--- src/rtl/imem_loader_pkg.sv ---
// Shared encodings for the instruction-memory loader and its neighbours
// (datapath bench, future data-memory loader).
package imem_loader_pkg;

  localparam int WORD_BYTES = 4;

  typedef enum logic [1:0] {
    IDLE  = 2'd0,
    RECV  = 2'd1,
    WRITE = 2'd2,
    DONE  = 2'd3
  } state_t;

endpackage

--- src/rtl/imem_loader_if.sv ---
// Byte-stream input, instruction-memory write port and datapath hold of the loader.
// Handshake: a byte moves on a rising edge only when byte_valid and byte_ready are both high.
interface imem_loader_if #(
  parameter int ADDR_W = 8
);
  import imem_loader_pkg::*;

  logic              start;
  logic              byte_valid;
  logic [7:0]        byte_data;
  logic              byte_ready;
  logic              mem_we;
  logic [ADDR_W-1:0] mem_addr;
  logic [31:0]       mem_wdata;
  logic              cpu_hold;
  logic              done;
  logic [ADDR_W-2:0] word_count;
  state_t            dbg_state;

  modport master (
    output start, byte_valid, byte_data,
    input  byte_ready, mem_we, mem_addr, mem_wdata, cpu_hold, done, word_count, dbg_state
  );

  modport slave (
    input  start, byte_valid, byte_data,
    output byte_ready, mem_we, mem_addr, mem_wdata, cpu_hold, done, word_count, dbg_state
  );

endinterface

--- src/rtl/imem_loader_byte_packer.sv ---
// Collects four bytes into a 32-bit word; byte order selected by BIG_ENDIAN.
module imem_loader_byte_packer #(
  parameter int BIG_ENDIAN = 1
) (
  input  logic        clk,
  input  logic        rst,
  input  logic        clear,
  input  logic        load,
  input  logic [7:0]  data,
  output logic [31:0] word,
  output logic        word_full
);

  logic [1:0] idx;

  always_ff @(posedge clk or posedge rst) begin
    if (rst) begin
      idx  <= 2'd0;
      word <= 32'h0;
    end else if (clear) begin
      idx  <= 2'd0;
      word <= 32'h0;
    end else if (load) begin
      idx <= idx + 2'd1;
      // Shifting in from the side opposite the first byte leaves it at [31:24] or [7:0].
      if (BIG_ENDIAN != 0) word <= {word[23:0], data};
      else                 word <= {data, word[31:8]};
    end
  end

  // High when the current load completes the word.
  assign word_full = load && (idx == 2'd3);

endmodule

--- src/rtl/imem_loader.sv ---
// Run-time instruction-memory loader: packs a byte stream into words, writes them
// at incrementing addresses and holds the datapath until the session completes.
module imem_loader
  import imem_loader_pkg::*;
#(
  parameter int ADDR_W     = 8,
  parameter int NUM_WORDS  = 16,
  parameter int BASE_ADDR  = 0,
  parameter int BIG_ENDIAN = 1
) (
  input logic          clk,
  input logic          rst,
  imem_loader_if.slave bus
);

  localparam logic [ADDR_W-1:0] BASE      = ADDR_W'(BASE_ADDR);
  localparam logic [ADDR_W-1:0] ADDR_STEP = ADDR_W'(WORD_BYTES);
  localparam logic [ADDR_W-2:0] LAST_CNT  = (ADDR_W-1)'(NUM_WORDS - 1);

  state_t            state, state_nxt;
  logic [ADDR_W-1:0] addr;
  logic [ADDR_W-2:0] wcount;
  logic [31:0]       wdata_hold;
  logic              pk_clear, pk_load, pk_full;
  logic [31:0]       pk_word;
  logic              start_ok;

  assign start_ok = ((state == IDLE) || (state == DONE)) && bus.start;

  imem_loader_byte_packer #(.BIG_ENDIAN(BIG_ENDIAN)) u_packer (
    .clk       (clk),
    .rst       (rst),
    .clear     (pk_clear),
    .load      (pk_load),
    .data      (bus.byte_data),
    .word      (pk_word),
    .word_full (pk_full)
  );

  always_comb begin
    state_nxt = state;
    pk_clear  = 1'b0;
    pk_load   = 1'b0;
    case (state)
      IDLE, DONE: begin
        if (bus.start) begin
          state_nxt = RECV;
          pk_clear  = 1'b1;
        end
      end
      RECV: begin
        if (bus.byte_valid) begin
          pk_load = 1'b1;
          if (pk_full) state_nxt = WRITE;
        end
      end
      WRITE: state_nxt = (wcount == LAST_CNT) ? DONE : RECV;
      default: state_nxt = IDLE;
    endcase
  end

  always_ff @(posedge clk or posedge rst) begin
    if (rst) begin
      state      <= IDLE;
      addr       <= BASE;
      wcount     <= '0;
      wdata_hold <= 32'h0;
    end else begin
      state <= state_nxt;
      if (start_ok) begin
        addr   <= BASE;
        wcount <= '0;
      end else if (state == WRITE) begin
        addr       <= addr + ADDR_STEP;
        wcount     <= wcount + 1'b1;
        wdata_hold <= pk_word;
      end
    end
  end

  // Outside WRITE the data bus shows the last word written; the memory qualifies on mem_we.
  assign bus.mem_wdata  = (state == WRITE) ? pk_word : wdata_hold;
  assign bus.byte_ready = (state == RECV);
  assign bus.mem_we     = (state == WRITE);
  assign bus.mem_addr   = addr;
  assign bus.cpu_hold   = (state != DONE);
  assign bus.done       = (state == DONE);
  assign bus.word_count = wcount;
  assign bus.dbg_state  = state;

endmodule

--- src/flat_wrapper.sv ---
// flat-port wrapper written by rule: the top's interface ports become plain ports
module imem_loader_flat import imem_loader_pkg::*;
#(
  parameter int ADDR_W     = 8,
  parameter int NUM_WORDS  = 16,
  parameter int BASE_ADDR  = 0,
  parameter int BIG_ENDIAN = 1
)
  (clk, rst, bus_start, bus_byte_valid, bus_byte_data, bus_byte_ready, bus_mem_we, bus_mem_addr, bus_mem_wdata, bus_cpu_hold, bus_done, bus_word_count, bus_dbg_state);
  imem_loader_if #(.ADDR_W(ADDR_W)) bus_i ();
  input logic clk;
  input logic rst;
  input wire logic [$bits(bus_i.start)-1:0] bus_start;
  input wire logic [$bits(bus_i.byte_valid)-1:0] bus_byte_valid;
  input wire logic [$bits(bus_i.byte_data)-1:0] bus_byte_data;
  output wire logic [$bits(bus_i.byte_ready)-1:0] bus_byte_ready;
  output wire logic [$bits(bus_i.mem_we)-1:0] bus_mem_we;
  output wire logic [$bits(bus_i.mem_addr)-1:0] bus_mem_addr;
  output wire logic [$bits(bus_i.mem_wdata)-1:0] bus_mem_wdata;
  output wire logic [$bits(bus_i.cpu_hold)-1:0] bus_cpu_hold;
  output wire logic [$bits(bus_i.done)-1:0] bus_done;
  output wire logic [$bits(bus_i.word_count)-1:0] bus_word_count;
  output wire logic [$bits(bus_i.dbg_state)-1:0] bus_dbg_state;
  assign bus_i.start = bus_start;
  assign bus_i.byte_valid = bus_byte_valid;
  assign bus_i.byte_data = bus_byte_data;
  assign bus_byte_ready = bus_i.byte_ready;
  assign bus_mem_we = bus_i.mem_we;
  assign bus_mem_addr = bus_i.mem_addr;
  assign bus_mem_wdata = bus_i.mem_wdata;
  assign bus_cpu_hold = bus_i.cpu_hold;
  assign bus_done = bus_i.done;
  assign bus_word_count = bus_i.word_count;
  assign bus_dbg_state = bus_i.dbg_state;
  imem_loader #(.ADDR_W(ADDR_W), .NUM_WORDS(NUM_WORDS), .BASE_ADDR(BASE_ADDR), .BIG_ENDIAN(BIG_ENDIAN)) u_core (.clk(clk), .rst(rst), .bus(bus_i));
endmodule
--- config.mk ---
export PLATFORM = sky130hd
export DESIGN_NAME = imem_loader_flat
export DESIGN_NICKNAME = d
export VERILOG_FILES = /design/src/rtl/imem_loader_pkg.sv /design/src/rtl/imem_loader_if.sv /design/src/rtl/imem_loader_byte_packer.sv /design/src/rtl/imem_loader.sv /design/src/flat_wrapper.sv
export SDC_FILE = /design/constraint.sdc
export NUM_CORES = 1
export LEC_CHECK = 0
export BUFFER_PORTS_ARGS = -buffer_cell sky130_fd_sc_hd__buf_2
export CORE_MARGIN = 8
export CORE_UTILIZATION = 30
export CTS_BUF_LIST = sky130_fd_sc_hd__clkbuf_2 sky130_fd_sc_hd__clkbuf_4 sky130_fd_sc_hd__clkbuf_8
export CTS_CLUSTER_SIZE = 8
export DETAILED_ROUTE_END_ITERATION = 6
export PLACE_DENSITY = 0.49
export SLEW_MARGIN = 20
export SYNTH_ARGS = -nofsm -noshare
export SYNTH_HDL_FRONTEND = slang
export SYNTH_SLANG_ARGS = --single-unit
--- constraint.sdc ---
create_clock -name clk -period 2.8 [get_ports clk]
set_input_delay 0.42 -clock clk [delete_from_list [all_inputs] [get_ports clk]]
set_output_delay 0.42 -clock clk [all_outputs]
set_load 0.005 [all_outputs]
# == Yosys cells after proc, flatten, opt, wreduce, memory -nomap -nowiden ==
# Index checks and enable logic that the tools add are counted.
# word_totals
reg_bits,83
word_cells,44
# op_classes
addsub,3
n_eq_ne,9
muxes,18
reduce_logical,8
# op_table
cell,count
32-bit 2-to-1 mux,3
8-bit 2-to-1 mux,2
7-bit 2-to-1 mux,2
2-bit 2-to-1 mux,6
"8-bit by 3-bit adder with 8-bit output, second input constant",1
"7-bit by 1-bit adder with 7-bit output, second input constant",1
"7-bit by 4-bit == test with 1-bit output, second input constant",1
"2-bit == test, second input constant",3
"2-bit inequality test, second input constant",3
2-bit one-hot mux with 3 select lines,1
1-bit 2-to-1 mux,4
2-bit nonzero test,2
3-bit AND reduction,1
"2-bit by 1-bit adder with 2-bit output, second input constant",1
"2-bit by 1-bit == test with 1-bit output, second input constant",1
1-bit logical AND,2
2-bit logical NOT,1
"2-bit by 1-bit inequality test with 1-bit output, second input constant",1
2-bit OR reduction,1
1-bit logical OR,1

# == Logic depth before layout (Yosys ltp) ==
# Gate-level depths: netlist (run 1).
# logic_depth
ltp_word,6
ltp_mapped,7

# == Modules after synthesis ==
# From an unflattened synthesis (run 1), not the netlist that was laid out.
# unflattened
hier_cells,362
hier_area_um2,3808.7
# modules_own_cells
module,n_inst,cells_each,area_each_um2
imem_loader,1,249,2377.3
imem_loader_byte_packer,1,113,1431.4

# == Worst setup path after synthesis (run 1) ==
# Ideal clock, no wire load.
# synth_path
path_kind,register to output
from,"reg u_core.state[0], in the netlist u_core.bus.dbg_state[0]"
to,out bus_mem_wdata[10]
arrival_time_ns,1.315
required_ns,2.380
setup_slack_ns,1.065
stages_incl_launch_ff,6
path_buffers,2
path_cell_list,dfrtp_1 inv_1 ha_1 buf_6 buf_4 mux2_2
# synth_between
elab_chain_len,2
# synth_lines
item,line_no,rtl
start: declaration,imem_loader.sv:20,"state_t state, state_nxt;"
start signal: assignment,imem_loader.sv:69,state <= state_nxt;
2-bit == test,-,
named net bus_mem_we,flat_wrapper.sv:17,output wire logic [$bits(bus_i.mem_we)-1:0] bus_mem_we;
32-bit 2-to-1 mux,imem_loader.sv:82,assign bus.mem_wdata = (state == WRITE) ? pk_word : wdata_hold;
end: declaration,flat_wrapper.sv:19,output wire logic [$bits(bus_i.mem_wdata)-1:0] bus_mem_wdata;
# The timed path passes the listed nets, and every way through them passes these cells.

# == Worst setup path in the final report (run 1) ==
# layout_path
from,"reg u_core.state[0], in the netlist u_core.bus.dbg_state[0]"
to,out bus_mem_wdata[11]
# layout_between
elab_chain_len,2
# layout_lines
item,line_no
2-bit == test,imem_loader.sv:82
32-bit 2-to-1 mux,imem_loader.sv:82
# Every way passes these cells.

==> flow_summary.yaml, run 1 <==
hold_path:
  hold_class: "input port to async pin"
logic_synthesis:
  synth.ff_latch_count: 81
  synth_edf_count: 0
  synth_ff_type: "dfrtp_1"
  async_flop_share_pct: 100
  synth_cell_types: 30
  yosysWarnings: 0
  syn_area_sq_um: 3670
  syn_avg_cell_area_sq_um: 11.1
  synthCells: 330
  yosysSeqAreaShare_pct: 55.3
cells_and_area:
  drive_gt1_share_pct: 31.6
  n_antenna_cell: 0
  nNetsFinal: 408
  syn2layout_area_growth_pct: 15.9
sta:
  setup_viol: 0
  final-hold-violation-count: 0
  finClkSkew_ns: 0.00503
  drv_slew: 0
  tns_ns: 0
  min_period_ns: 2.39
  fmaxAchievable_ghz: 0.419
  grt_setup_unrepaired: "no"
  period_share_pct: 85.3
clocking:
  cts_made_buffers: 9
  htreeDepth: 3
  root_buffer: "clkbuf_8"
  cts.sinks: 81
  clock_path_buffers: 2
  postCtsHoldBufs: 0
  clkTransAtPathRegs_ns: 0.08
  clock_latency_ns: 0.35
  cts_tree: "done"
  postCtsSetupRepairBufs: 0
  post_cts_resized: 0
grt:
  grt_use_met2_pct: 17.7
  track_usage_pct: 11.1
  grt_max_degree: 66
  grt_pass1_vias: 2624
  antenna_found_initial: 0
  met1_usage_pct: 13.7
  grt_overflow_total: 0
  grt_pass1_wl_um: 14200
  busiest_layer: "met2"
  met3_usage_pct: 3.02
setup_path:
  cp.arrival_ns: 1.97
  cp_data_required_time_ns: 2.38
  startpoint_type: "register"
  cp_max_fo: 33
  r2r_slack_ns: 0.71
  critPathKind: "register to output port"
  rr_worst_depth: 7
  endpoint_kind: "output port"
floorplan:
  design.core.area_sq_um: 12000
  dieArea_sq_um: 16000
  ios: 65
  start_util_pct: 30.6
  std_cell_rows: 40
  die_w_um: 127
  die_height_um: 127
run_status:
  status: "finished clean"
placement:
  gp_congestion: 0.722
  port_buffers: 62
  hpwl_um: 5420
power_and_ir_drop:
  ir_worst_vdd_uv: 348
  p_leak_nw: 2.02
  fin_total_pwr_mw: 4.64
  powerDensity_nw_per_um2: 1090
drt:
  num_vias: 2524
  routed_via_density: 4.66
  drt-total-wl_um: 8340
  drc_errors: 0
  antenna_left: 0
  firstDrtPassIters: 4
  wire_per_inst_um: 15.4
  drtIter0Drc: 92
job:
  cap_viol_max_count: 0
[kinds of logic after synthesis]
logic type / synth area share [%]
DFF: 55.3
and+or+nand+nor: 14.7
adders and majority gates: 2.05
other: 0.102
AOI/OAI and AO/OA: 10.1
muxes: 10.4
xor gates and xnor gates: 2.15
buffers and inverters: 5.15
[layer usage]
layer  routed length, um  vias up  share of wire (%)
met5                   0        -                  0
met4                 150        0                1.8
met3                 318       10                3.8
met2                3960       43                 48
met1                3910     1230                 47
li1                    -     1241                  -
[layout by cell type (no fill, tap or decap), types with 2 or more instances in the layout]
cell / count
a21oi_1: 3
a22o_1: 33
buf_2: 62
buf_4: 6
clkbuf_4: 3
clkbuf_8: 11
clkinv_2: 2
conb_1: 2
dfrtp_1: 81
ha_1: 5
inv_1: 4
mux2_2: 32
mux2i_1: 2
nand2_1: 7
nand3_1: 2
nand4_1: 2
nor2_1: 107
o21ai_0: 5
or3_1: 4
xnor2_1: 2
xor2_1: 7
[sequential cells by signal, summed over array words and instances, names as in the netlist]
name                   cells
u_core.bus.word_count      7
u_core.bus.dbg_state       2
u_core.u_packer.word      32
u_core.wdata_hold         32
u_core.u_packer.idx        2
u_core.bus.mem_addr        6
[through the flow]
step / setup slack, ns / hold slack (ns) / instances / area [sq um] / util, %
2_1_floorplan: 0.300 / 0.467 / 331 / 3670 / -
3_3_place_gp: 0.728 / 0.393 / 526 / 4060 / 34.0
3_5_place_dp: 0.686 / 0.398 / 526 / 4060 / 34.0
4_1_cts: 0.366 / 0.00990 / 542 / 4250 / 35.5
5_1_grt: 0.315 / 0.0238 / 542 / 4250 / 35.5
6_report: 0.412 / 0.0103 / 542 / 4250 / 35.5
[cell usage after synthesis (2+ instances only)]
library cell,n,area share [%]
nand3_1,2,0.27
ha_1,6,2.0
mux2i_1,2,0.55
nand2_1,7,0.72
xnor2_1,2,0.48
xor2_1,7,1.7
o21ai_0,5,0.68
clkbuf_1,3,0.31
buf_6,7,2.2
dfrtp_1,81,55
or3_1,4,0.68
nor2_1,107,11
a22o_1,33,7.9
a21oi_1,3,0.41
inv_1,5,0.51
buf_4,10,2.0
mux2_2,32,9.8
nand4_1,2,0.34
[final cells by class]
class                   instances  area, sq um
multi-input cells             224         1460
flip-flops and latches         81         2030
inverters                       5         20.0
clock inverters                 2         12.5
clock buffers                  14          174
fillers                      1209         7710
repair buffers                 69          375
well taps                     147          184
[worst paths after layout]
kind | startpoint | endpoint
max reg2reg | u_core.bus.dbg_state[0] | u_core.bus.word_count[5]
min in group clk | bus_byte_data[7] | u_core.u_packer.word[7]
min | rst | u_core.bus.word_count[3]
max | u_core.bus.dbg_state[0] | bus_mem_wdata[11]
min reg2reg | u_core.wdata_hold[30] | u_core.wdata_hold[30]
max in group asynchronous | rst | u_core.wdata_hold[15]
[critical path, stage by stage (launching register included)]
cell and delay (ns):
dfrtp_1 0.42, inv_1 0.08, ha_2 0.15, buf_4 0.40, mux2_2 0.41, buf_2 0.13
[power by group]
group	leakage (nW)	internal, mW	switching [mW]
clock	0.0969	0.400	0.400
sequential	1.00	1.65	0.322
combinational	0.926	0.865	1.00
total	2.02	2.92	1.72
No activity file was read; power rests on OpenSTA's default activity.
==> run 2, diff against run 1 <==
- CORE_MARGIN: 8 -> 4
==> run 2 against run 1 <==
  * Sequential share of layout area shrank 0.32 points
  * First-iteration DRC count grew 20%
  * Clock skew grew 0.0080 ns
  * Sequential power is essentially flat
==> flow_summary.yaml, run 2 (synthesis results as in run 1) <==
drt:
  drc_errors: 0
  antenna_left: 0
  drt-total-wl_um: 8500
  routed_via_density: 4.71
  drtIter0Drc: 110
  firstDrtPassIters: 4
  wire_per_inst_um: 15.7
  num_vias: 2555
floorplan:
  dieArea_sq_um: 14100
  ios: 65
  die_w_um: 119
  start_util_pct: 30.5
  std_cell_rows: 40
  die_height_um: 119
  design.core.area_sq_um: 12000
hold_path:
  hold_class: "input port to async pin"
placement:
  placed_cell_area_sq_um: 4080
  gp_congestion: 0.753
  hpwl_um: 5530
  post-place-ws_ns: 0.652
  port_buffers: 62
clocking:
  clock_path_buffers: 2
  clock_latency_ns: 0.35
  postCtsSetupRepairBufs: 0
  post_cts_resized: 0
  cts.sinks: 81
  htreeDepth: 3
  postCtsHoldBufs: 0
  cts_made_buffers: 9
  clkTransAtPathRegs_ns: 0.08
  root_buffer: "clkbuf_8"
  cts_tree: "done"
setup_path:
  cp_data_required_time_ns: 2.38
  reg2reg_from: "u_core.bus.dbg_state[0]"
  cp_max_fo: 13
  startpoint_type: "register"
  reg2reg_to: "u_core.wdata_hold[20]"
  endpoint_kind: "output port"
  critPathKind: "register to output port"
  rr_worst_depth: 6
  r2r_slack_ns: 0.74
  cp.arrival_ns: 2.08
sta:
  fin_hold_ws_ns: 0.172
  tns_ns: 0
  fmaxAchievable_ghz: 0.400
  min_period_ns: 2.50
  grt_setup_unrepaired: "no"
  final-hold-violation-count: 0
  relSlewSlack_pct: 54.2
  setup_viol: 0
  drv_slew: 0
  tightest_slew_ns: 0.686
  finClkSkew_ns: 0.0131
  period_share_pct: 89.3
  fin_ws_ns: 0.298
job:
  cap_viol_max_count: 0
cells_and_area:
  drive_gt1_share_pct: 31.8
  fill_cells: 1224
  multi_input_area_sq_um: 1460
  syn2layout_area_growth_pct: 16.7
  utilization_pct: 35.6
  final_common_cell: "nor2_1"
  fin_area_sq_um: 4280
  n_antenna_cell: 0
  mostFrequentLayoutCells: "107 x nor2_1, 81 x dfrtp_1, 62 x buf_2"
  ff_latch_area_sq_um: 2030
  nNetsFinal: 410
run_status:
  status: "finished clean"
grt:
  grt_max_degree: 56
  antenna_found_initial: 0
  grt_pass1_wl_um: 14200
  track_usage_pct: 12.7
  grt_pass1_vias: 2698
  grt_overflow_total: 0
power_and_ir_drop:
  powerDensity_nw_per_um2: 1100
  ir_worst_vdd_uv: 325
  p_leak_nw: 2.03
[run 2: cell count changes in the layout (fill, tap and decap cells not counted), sizes merged]
| cell | delta |
|---|---|
| inv | +1 |
| clkinvlp | +1 |
| clkbuf | -3 |
| bufinv | +1 |
| buf | +2 |
| clkinv | -1 |
[run 2: worst max-delay path by stage]
stage	startpoint	endpoint	slack, ns
2_1_floorplan	rst	u_core.bus.dbg_state[0]	0.30
3_3_place_gp	u_core.bus.dbg_state[0]	bus_mem_wdata[0]	0.71
3_5_place_dp	u_core.bus.dbg_state[0]	bus_mem_wdata[0]	0.65
4_1_cts	u_core.bus.dbg_state[0]	bus_mem_wdata[0]	0.26
5_1_grt	u_core.bus.dbg_state[0]	bus_mem_wdata[0]	0.20
6_report	u_core.bus.dbg_state[0]	bus_mem_wdata[0]	0.30
[run 2: cell type report]
class | instances | share of cell area [%]
Sequential cell | 81 | 47.4
Clock inverter | 4 | 1.26
Clock buffer | 11 | 3.39
Timing Repair Buffer | 71 | 9.13
Tap cell | 147 | 4.30
Multi-Input combinational cell | 224 | 34.0
Inverter | 5 | 0.497
[run 2: worst max-delay path: stages (launching register included)]
cell	delay, ns
dfrtp_1	0.43
inv_1	0.08
ha_2	0.41
buf_4	0.30
mux2_2	0.37
buf_2	0.13
[run 2: per-stage QoR]
step | cells | power, mW
after floorplan | 331 | 3.29
after global placement | 528 | 3.88
after detailed placement | 528 | 3.93
after CTS | 543 | 4.82
after global routing | 543 | 5.13
final | 543 | 4.73
[run 2: routing by layer]
| metal | vias up | part of all wire, % | GRT usage (%) |
|---|---|---|---|
| li1 | 1242 | - | - |
| met1 | 1261 | 47 | 16.2 |
| met2 | 42 | 49 | 21.0 |
| met3 | 10 | 2.8 | 2.87 |
| met4 | 0 | 1.5 | 4.92 |
| met5 | - | 0 | 0 |
[run 2: power by group]
group / switching (mW) / internal (mW)
sequential: 0.328 / 1.65
clock: 0.425 / 0.443
combinational: 1.01 / 0.870
total: 1.76 / 2.97
